==> src/rtl/dffs_mp_init_pkg.sv <==
// dffs_mp_init shared package: state encoding, lane-width helper,
// and the packed-array access macros used across the register file.
`ifndef DFFS_MP_INIT_PKG_SV
`define DFFS_MP_INIT_PKG_SV

`define MIN(a, b) (((a) < (b)) ? (a) : (b))
`define PACK_ARRAY(W, i, v) v[(i)*(W) +: (W)]
`define UNPK_ARRAY(W, i, v) v[(i)*(W) +: (W)]

package dffs_mp_init_pkg;

  typedef enum logic {
    INIT = 1'b0,
    IDLE = 1'b1
  } state_t;

  function automatic int lane_width(int wlen, int step);
    return `MIN(2 ** ($clog2(wlen) - step), wlen);
  endfunction

endpackage

`endif

==> src/rtl/dffs_lane_merge.sv <==
// dffs_lane_merge: overlays NW lane-enabled words onto a base word.
// Lanes of higher-index ports override lower ones; disjoint lanes merge.
module dffs_lane_merge #(
  parameter int WLEN = 32,
  parameter int LW   = 8,
  parameter int NL   = 4,
  parameter int NW   = 2
) (
  input  logic [WLEN-1:0]    base,
  input  logic [NW*NL-1:0]   en,
  input  logic [NW*WLEN-1:0] data,
  output logic [WLEN-1:0]    word
);

  // later ports overwrite earlier ones, giving highest-index priority
  always_comb begin
    word = base;
    for (int k = 0; k < NW; k++) begin
      for (int b = 0; b < WLEN; b++) begin
        if (en[k*NL + b/LW]) word[b] = data[k*WLEN + b];
      end
    end
  end

endmodule

==> src/rtl/dffs_mp_init.sv <==
// dffs_mp_init: multi-port flop register file with valid bits,
// self-init after reset and flash invalidate. Option: DFFS_BYPASS_EN.
module dffs_mp_init
  import dffs_mp_init_pkg::*;
#(
  parameter int SIZE = 4,
  parameter int WLEN = 32,
  parameter int STEP = 2,
  parameter int NW   = 2,
  parameter int NR   = 2
) (
  input  logic                    CLK,
  input  logic                    RST,
  output logic                    BUSY,
  input  logic                    FLUSH,
  input  logic [NW-1:0]           CENA,
  input  logic [NW*(2**STEP)-1:0] WENA,
  input  logic [NW*SIZE-1:0]      AA,
  input  logic [NW*WLEN-1:0]      DA,
  input  logic [NR-1:0]           CENB,
  input  logic [NR*SIZE-1:0]      AB,
  output logic [NR*WLEN-1:0]      QB,
  output logic [NR-1:0]           VB
);

  localparam int DEPTH = 2 ** SIZE;
  localparam int NL    = 2 ** STEP;
  localparam int LW    = lane_width(WLEN, STEP);

  if (LW * NL != WLEN) begin : g_lane_warn
    $warning("dffs_mp_init: lanes do not cover WLEN exactly");
  end

  state_t state;
  state_t state_nxt;
  logic [SIZE-1:0] cnt;
  logic idle;

  logic [NW*NL-1:0]            lane_en;
  logic [DEPTH-1:0][WLEN-1:0]  mem;
  logic [DEPTH-1:0][WLEN-1:0]  mem_nxt;
  logic [DEPTH-1:0]            valid;
  logic [DEPTH-1:0]            valid_nxt;
  logic [DEPTH-1:0]            wr_hit;

  assign idle = (state == IDLE);

  // state register and init sweep counter
  always_ff @(posedge CLK or posedge RST) begin
    if (RST) begin
      state <= INIT;
      cnt   <= '0;
    end else begin
      state <= state_nxt;
      if (state == INIT) cnt <= cnt + 1'b1;
    end
  end

  // leave INIT once the last entry has been cleared
  always_comb begin
    state_nxt = state;
    unique case (state)
      INIT:    if (&cnt) state_nxt = IDLE;
      IDLE:    state_nxt = IDLE;
      default: state_nxt = INIT;
    endcase
  end

  // busy flag decoded from state
  always_comb BUSY = (state == INIT);

  // active-high lane enables, write ports muted during INIT
  always_comb begin
    for (int k = 0; k < NW; k++) begin
      for (int j = 0; j < NL; j++) begin
        lane_en[k*NL + j] = idle & ~CENA[k] & ~WENA[k*NL + j];
      end
    end
  end

  for (genvar e = 0; e < DEPTH; e++) begin : g_ent
    logic [NW*NL-1:0] en_e;

    // keep only the lanes of ports addressing this entry
    always_comb begin
      for (int k = 0; k < NW; k++) begin
        if (`UNPK_ARRAY(SIZE, k, AA) == SIZE'(e))
          en_e[k*NL +: NL] = lane_en[k*NL +: NL];
        else
          en_e[k*NL +: NL] = '0;
      end
    end

    assign wr_hit[e] = |en_e;

    dffs_lane_merge #(
      .WLEN (WLEN),
      .LW   (LW),
      .NL   (NL),
      .NW   (NW)
    ) u_merge (
      .base (mem[e]),
      .en   (en_e),
      .data (DA),
      .word (mem_nxt[e])
    );
  end

  // a write to an entry beats a same-cycle flush
  always_comb valid_nxt = (FLUSH ? '0 : valid) | wr_hit;

  // data array: INIT clears one entry per cycle, IDLE commits writes
  always_ff @(posedge CLK) begin
    if (!idle) mem[cnt] <= '0;
    else       mem      <= mem_nxt;
  end

  // valid bits: cleared by reset and INIT, updated by writes/flush
  always_ff @(posedge CLK or posedge RST) begin
    if (RST)        valid      <= '0;
    else if (!idle) valid[cnt] <= 1'b0;
    else            valid      <= valid_nxt;
  end

  // registered read ports; hold when not enabled
  always_ff @(posedge CLK or posedge RST) begin
    if (RST) begin
      QB <= '0;
      VB <= '0;
    end else begin
      for (int r = 0; r < NR; r++) begin
        if (!CENB[r]) begin
          if (!idle) begin
            `PACK_ARRAY(WLEN, r, QB) <= '0;
            VB[r] <= 1'b0;
          end else begin
`ifdef DFFS_BYPASS_EN
            `PACK_ARRAY(WLEN, r, QB) <= mem_nxt[`UNPK_ARRAY(SIZE, r, AB)];
            VB[r] <= valid_nxt[`UNPK_ARRAY(SIZE, r, AB)];
`else
            `PACK_ARRAY(WLEN, r, QB) <= mem[`UNPK_ARRAY(SIZE, r, AB)];
            VB[r] <= valid[`UNPK_ARRAY(SIZE, r, AB)];
`endif
          end
        end
      end
    end
  end

endmodule

==> config.mk <==
export PLATFORM = sky130hd
export DESIGN_NAME = dffs_mp_init
export DESIGN_NICKNAME = d
export VERILOG_FILES = /design/src/rtl/dffs_mp_init_pkg.sv /design/src/rtl/dffs_lane_merge.sv /design/src/rtl/dffs_mp_init.sv
export SDC_FILE = /design/constraint.sdc
export NUM_CORES = 2
export LEC_CHECK = 0
export ABC_AREA = 1
export ABC_CLOCK_PERIOD_IN_PS = 5200
export CAP_MARGIN = 25
export CORE_ASPECT_RATIO = 2
export CORE_UTILIZATION = 35
export DETAILED_ROUTE_END_ITERATION = 8
export HOLD_SLACK_MARGIN = 0.15
export SLEW_MARGIN = 15
export SYNTH_ARGS = -nofsm -noshare
export SYNTH_HDL_FRONTEND = slang
export SYNTH_SLANG_ARGS = --single-unit
==> constraint.sdc <==
create_clock -name CLK -period 5.2 [get_ports CLK]
set_input_delay 1.04 -clock CLK [delete_from_list [all_inputs] [get_ports CLK]]
set_output_delay 1.04 -clock CLK [all_outputs]
set_load 0.005 [all_outputs]
# Word-level counts from Yosys, hierarchy flattened
# Index checks and enable logic that the tools add are counted.
# totals
ff_bits	599
in_bits	95
out_inout_bits	67
elab_cells	1293
# classes
n_addsub	1
magnitude_cmp	4
eq_ne	94
n_mux	1077
bitwise_logic	26
reduce_logical	20
# ops
operator	count
$mux W1	1030
$and A512 B512 Y512	1
$mux W512	1
$not A512 Y512	1
$bmux W32 S4	2
$ne A3 B1 Y1 const B	64
$mux W32	5
$demux W32 S4	1
$mux W4	32
$reduce_or A8 Y1	16
$eq A4 B4 Y1 const B	16
$eq A4 B3 Y1 const B	8
$mux W16	2
$and A16 B16 Y16	1
$eq A4 B2 Y1 const B	4
$not A16 Y16	1
$or A16 B16 Y16	1
$lt A4 B5 Y1 const B	3
$not A1 Y1	11
$and A1 B1 Y1	10
$bmux W1 S4	2
$eq A4 B1 Y1 const B	2
$logic_not A4 Y1	2
$add A4 B1 Y4 const B	1
5 further kinds	5

# Logic depth before layout (Yosys ltp)
# depth
ltp_word	7
ltp_mapped	10

# Modules after synthesis
# From an unflattened synthesis, not the netlist that was laid out.
# hier_totals
hier_cells	8959
hier_area_um2	47132.7
# modules_own_cells
mod	instances	cells_each	area_per_inst_um2	seq_area_each_um2
dffs_mp_init	1	5119	31758.0	12426.9
dffs_lane_merge	16	240	960.9	0.0

# Worst setup path before layout
# OpenSTA, ideal clock, no wires.
# synth_timing
path_type	in2reg
start	input port CENA[1]
end	register mem[488] (netlist name) (enable)
setup_ns	0.376
arrival_time_ns	2.077
required_ns	4.824
path_slack_ns	2.747
path_stages	6
path_buffers	1
path_cell_list	inv_1 -> nand2_2 -> nor2_2 -> nand2_1 -> clkbuf_1 -> o211ai_1
# synth_via
elab_chain_cells	5
# synth_rtl
element	line_no	text
start: declaration	dffs_mp_init.sv:16	input logic [NW-1:0] CENA,
$not A1 Y1	dffs_mp_init.sv:76	lane_en[k*NL + j] = idle & ~CENA[k] & ~WENA[k*NL + j];
$and A1 B1 Y1 (2 in series)	dffs_mp_init.sv:76	
$mux W4	dffs_mp_init.sv:87	if (`UNPK_ARRAY(SIZE, k, AA) == SIZE'(e))
$ne A3 B1 Y1 (no source line)	-	
end signal: assignment	dffs_mp_init.sv:115	else mem <= mem_nxt;
end: declaration	dffs_mp_init.sv:40	logic [DEPTH-1:0][WLEN-1:0] mem;
# No other way between the ends.
# A chain may end at the register's enable or synchronous reset.

# Worst setup path in the final report
# layout_timing
start	input port CENA[1]
end	register valid[3]
# layout_via
elab_chain_cells	7
# layout_rtl
element	line_no	text
$not A1 Y1 (*)	dffs_mp_init.sv:76	
$and A1 B1 Y1 (*)	dffs_mp_init.sv:76	
$and A1 B1 Y1	dffs_mp_init.sv:76	
$mux W4 (*)	dffs_mp_init.sv:87	
$reduce_or A8 Y1 (*)	dffs_mp_init.sv:94	assign wr_hit[e] = |en_e;
$or A16 B16 Y16 (*)	dffs_mp_init.sv:110	always_comb valid_nxt = (FLUSH ? '0 : valid) | wr_hit;
$mux W16 (*)	dffs_mp_init.sv:121	else if (!idle) valid[cnt] <= 1'b0;
end signal: assignment	dffs_mp_init.sv:122	else valid <= valid_nxt;
end: declaration	dffs_mp_init.sv:42	logic [DEPTH-1:0] valid;
# Mark *: on every way between the ends. The rest lies on a longest branch, timed or not.

==> impl_metrics.ini <==
[run_status]
outcome = finished with violations
violations = DRC

[place]
dp_hpwl_um = 149000
dpl_cell_area_um2 = 46000
gp_congestion = 1.05
port_buffers = 161

[sta]
slew_violations = 0
finalHoldViolCount = 0
final.setup_skew_ns = 0.0251
fin_setup_tns_ns = 0
hold_slack_ns = 0.478
rsz0062_at_grt = false
min_period_ns = 4.13
slew_headroom_pct = 15.0
fmax_ghz = 0.242
tightest_slew_ns = 1.27
setup_viol = 0
post-route-period-util_pct = 79.4

[clock_network]
cts-root-buf = clkbuf_16
cts_tree = built
postCtsHoldBufs = 0
clock_path_buffers = 3
htree_num_levels = 2
path_clk_slew_ns = 0.07
numCtsBuffers = 59
clkLatencyLatePin_ns = 0.70
clkSinkCount = 599
post-cts-setup-buffers = 0
post_cts_resized = 0

[global_route]
antenna_found_initial = 7
grt_max_degree = 217
grtUsageTotal_pct = 35.0
grt_pass1_wl_um = 319000
overflow = 0
grt_pass1_vias = 45700

[die]
coreArea_um2 = 122000
ios = 162
die_height_um = 498
start_util_pct = 35.4
die_x_um = 250
dieArea_um2 = 125000
rows = 181

[logic_synthesis]
yosys.area_share.simple_pct = 34.2
synth-async-reset-ratio_pct = 14.5
synth_edf_count = 512
syn_inst = 6375
synth_top_family_by_area = simple AND/OR/NAND/NOR gates
yosysTopAreaCell = edfxtp_1
netlist_top_cells_area = edfxtp_1, nand3_1, nand2_1, o21ai_0, inv_1
avgSynthCellArea_um2 = 6.76
synth_cell_type_count = 30
synthTopCellsByCount = nand2_1, nand3_1, o21ai_0
synth_compound_area_share_pct = 14.5
yosysSeqAreaShare_pct = 40.7
synth_fp_nets = 6474
ys.warnings.count = 0
synth-main-ff-cell = edfxtp_1
synth_adder_area_share_pct = 0.116
syn_area_um2 = 43100
synthMuxAreaShare_pct = 0
synthXorXnorAreaFrac_pct = 0.0609
yosys.cell_count.top_type = nand2_1
ys_seq_elements = 599
synth_top_area_share_pct = 35.7

[power_and_ir_drop]
vdd_drop_max_mv = 0.269
power_density_nw_per_um2 = 258
p_leak_nw = 20.6

[layout]
area_growth_pct = 11.7
multiInputGateArea_um2 = 21100
stdcell_area_um2 = 48200
drive_above_1_share_pct = 5.22
final-seq-area_um2 = 17600
nFillCells = 12800
final_nets = 6319

[worst_setup_path]
cpMostUsedCell = nand2_1
crit_type = in2reg
start_kind = input pin
crit_slowest_cell = nor2_1
end_kind = flop
worstPathRequired_ns = 5.79
crit_start = CENA[1]
timing.rr.start = idle
path_delay_family = simple AND/OR/NAND/NOR gates
crit_arrival_ns = 4.72
slowest_delay_ns = 0.90
path_cells = clkdlybuf4s50_1, inv_1, nand2_2, nor2_2, nand2_1, nand2_1, nor2_1, nand3_1, nand2_1, inv_1
crit_fanout = 13
cp_num_buf_inv = 3

[detailed_routing]
wirelength_um = 224000
drt_iter0_drc = 6510
drt-vias-per-instance = 6.15
ant_nets = 0
met3_length_um = 21100
drc_errors = 6
vias = 48100
dr.pass1.iters = 9
dr_wl_met2_um = 105000
drt-met1-wl_um = 74100
wl_per_cell_um = 28.6
top_layer = met5

[min_path]
hold_class = reg2reg
min_from = QB[36]

[job]
drv_cap = 0
[flip-flops by register name (all words and copies together), names as in the netlist]
name	count
idle	1
mem	512
VB	2
cnt	4
valid	16
QB	64
[final timing paths]
path                       endpoint  slack, ns  depth (start not counted)
setup / recovery           valid[3]       1.07                         10
hold / removal               QB[36]       0.48                          2
setup reg to reg           valid[3]       1.26                          8
hold reg to reg              QB[36]       0.48                          2
max in group asynchronous    QB[19]       3.36                          3
min in group asynchronous    QB[49]       0.83                          2
[where the power goes]
| group | total (W) | switching (W) | internal, W |
|---|---|---|---|
| Sequential | 0.00551 | 0.0000983 | 0.00541 |
| Clock | 0.00478 | 0.00220 | 0.00258 |
| Combinational | 0.00214 | 0.00149 | 0.000652 |
| Total | 0.0124 | 0.00378 | 0.00864 |
[routing by layer]
layer	vias up	track usage [%]
met4	10	31.8
li1	21000	-
met1	22700	38.3
met3	1067	6.11
met2	3374	57.7
met5	-	0
[worst min-delay path: cells and delay by family, from the launching register on]
family,cells,cell delay [ns]
flops,1,0.34
simple gates,2,0.10
[kinds of logic after synthesis]
logic type | count (synthesis)
AOI/OAI and AO/OA | 1166
xor gates and xnor gates | 3
adders and majority gates | 4
buffers and inverters | 1186
and+or+nand+nor | 3417
DFF | 599
[placed cells by master, fill, tap and decap left out, types with 3 or more instances in the layout]
master,instances
inv_2,31
inv_4,5
edfxtp_1,512
clkinv_4,6
o32ai_1,81
buf_2,4
nor2_2,12
o21ai_0,760
buf_12,16
nand4_1,10
nand3_2,7
nand2_1,1554
buf_16,3
clkbuf_8,7
buf_6,3
diode_2,3
clkinv_1,3
ha_1,4
nor2_4,28
nand3_1,1292
nand2_2,4
clkbuf_1,14
a21oi_1,223
o31ai_1,47
inv_1,641
nand2_4,3
clkbuf_16,65
clkdlybuf4s50_1,151
nor2_1,502
inv_6,3
buf_8,10
bufinv_16,4
dfrtp_1,86
buf_4,102
o21ai_1,53
clkinv_2,7
[through the flow]
step                      utilization [%]  setup slack (ns)  power (W)  std cells
after global routing                 39.5              1.10     0.0127       7825
final                                39.5              1.07     0.0124       7827
after detailed placement             37.8             0.903    0.00765       7708
after floorplan                         -              1.91    0.00668       6375
after global placement               37.6             0.905    0.00761       7698
after CTS                            39.4              1.52     0.0123       7818
[final cells by class]
type	count	share of cell area [%]
Multi-Input combinational cell	4590	43.9
Sequential cell	599	36.4
Timing Repair Buffer	289	5.99
Inverter	681	5.39
Tap cell	1555	4.04
Clock buffer	86	3.69
Clock inverter	24	0.540
Antenna cell	3	0.0156
Power figures use the tool's default switching activity.
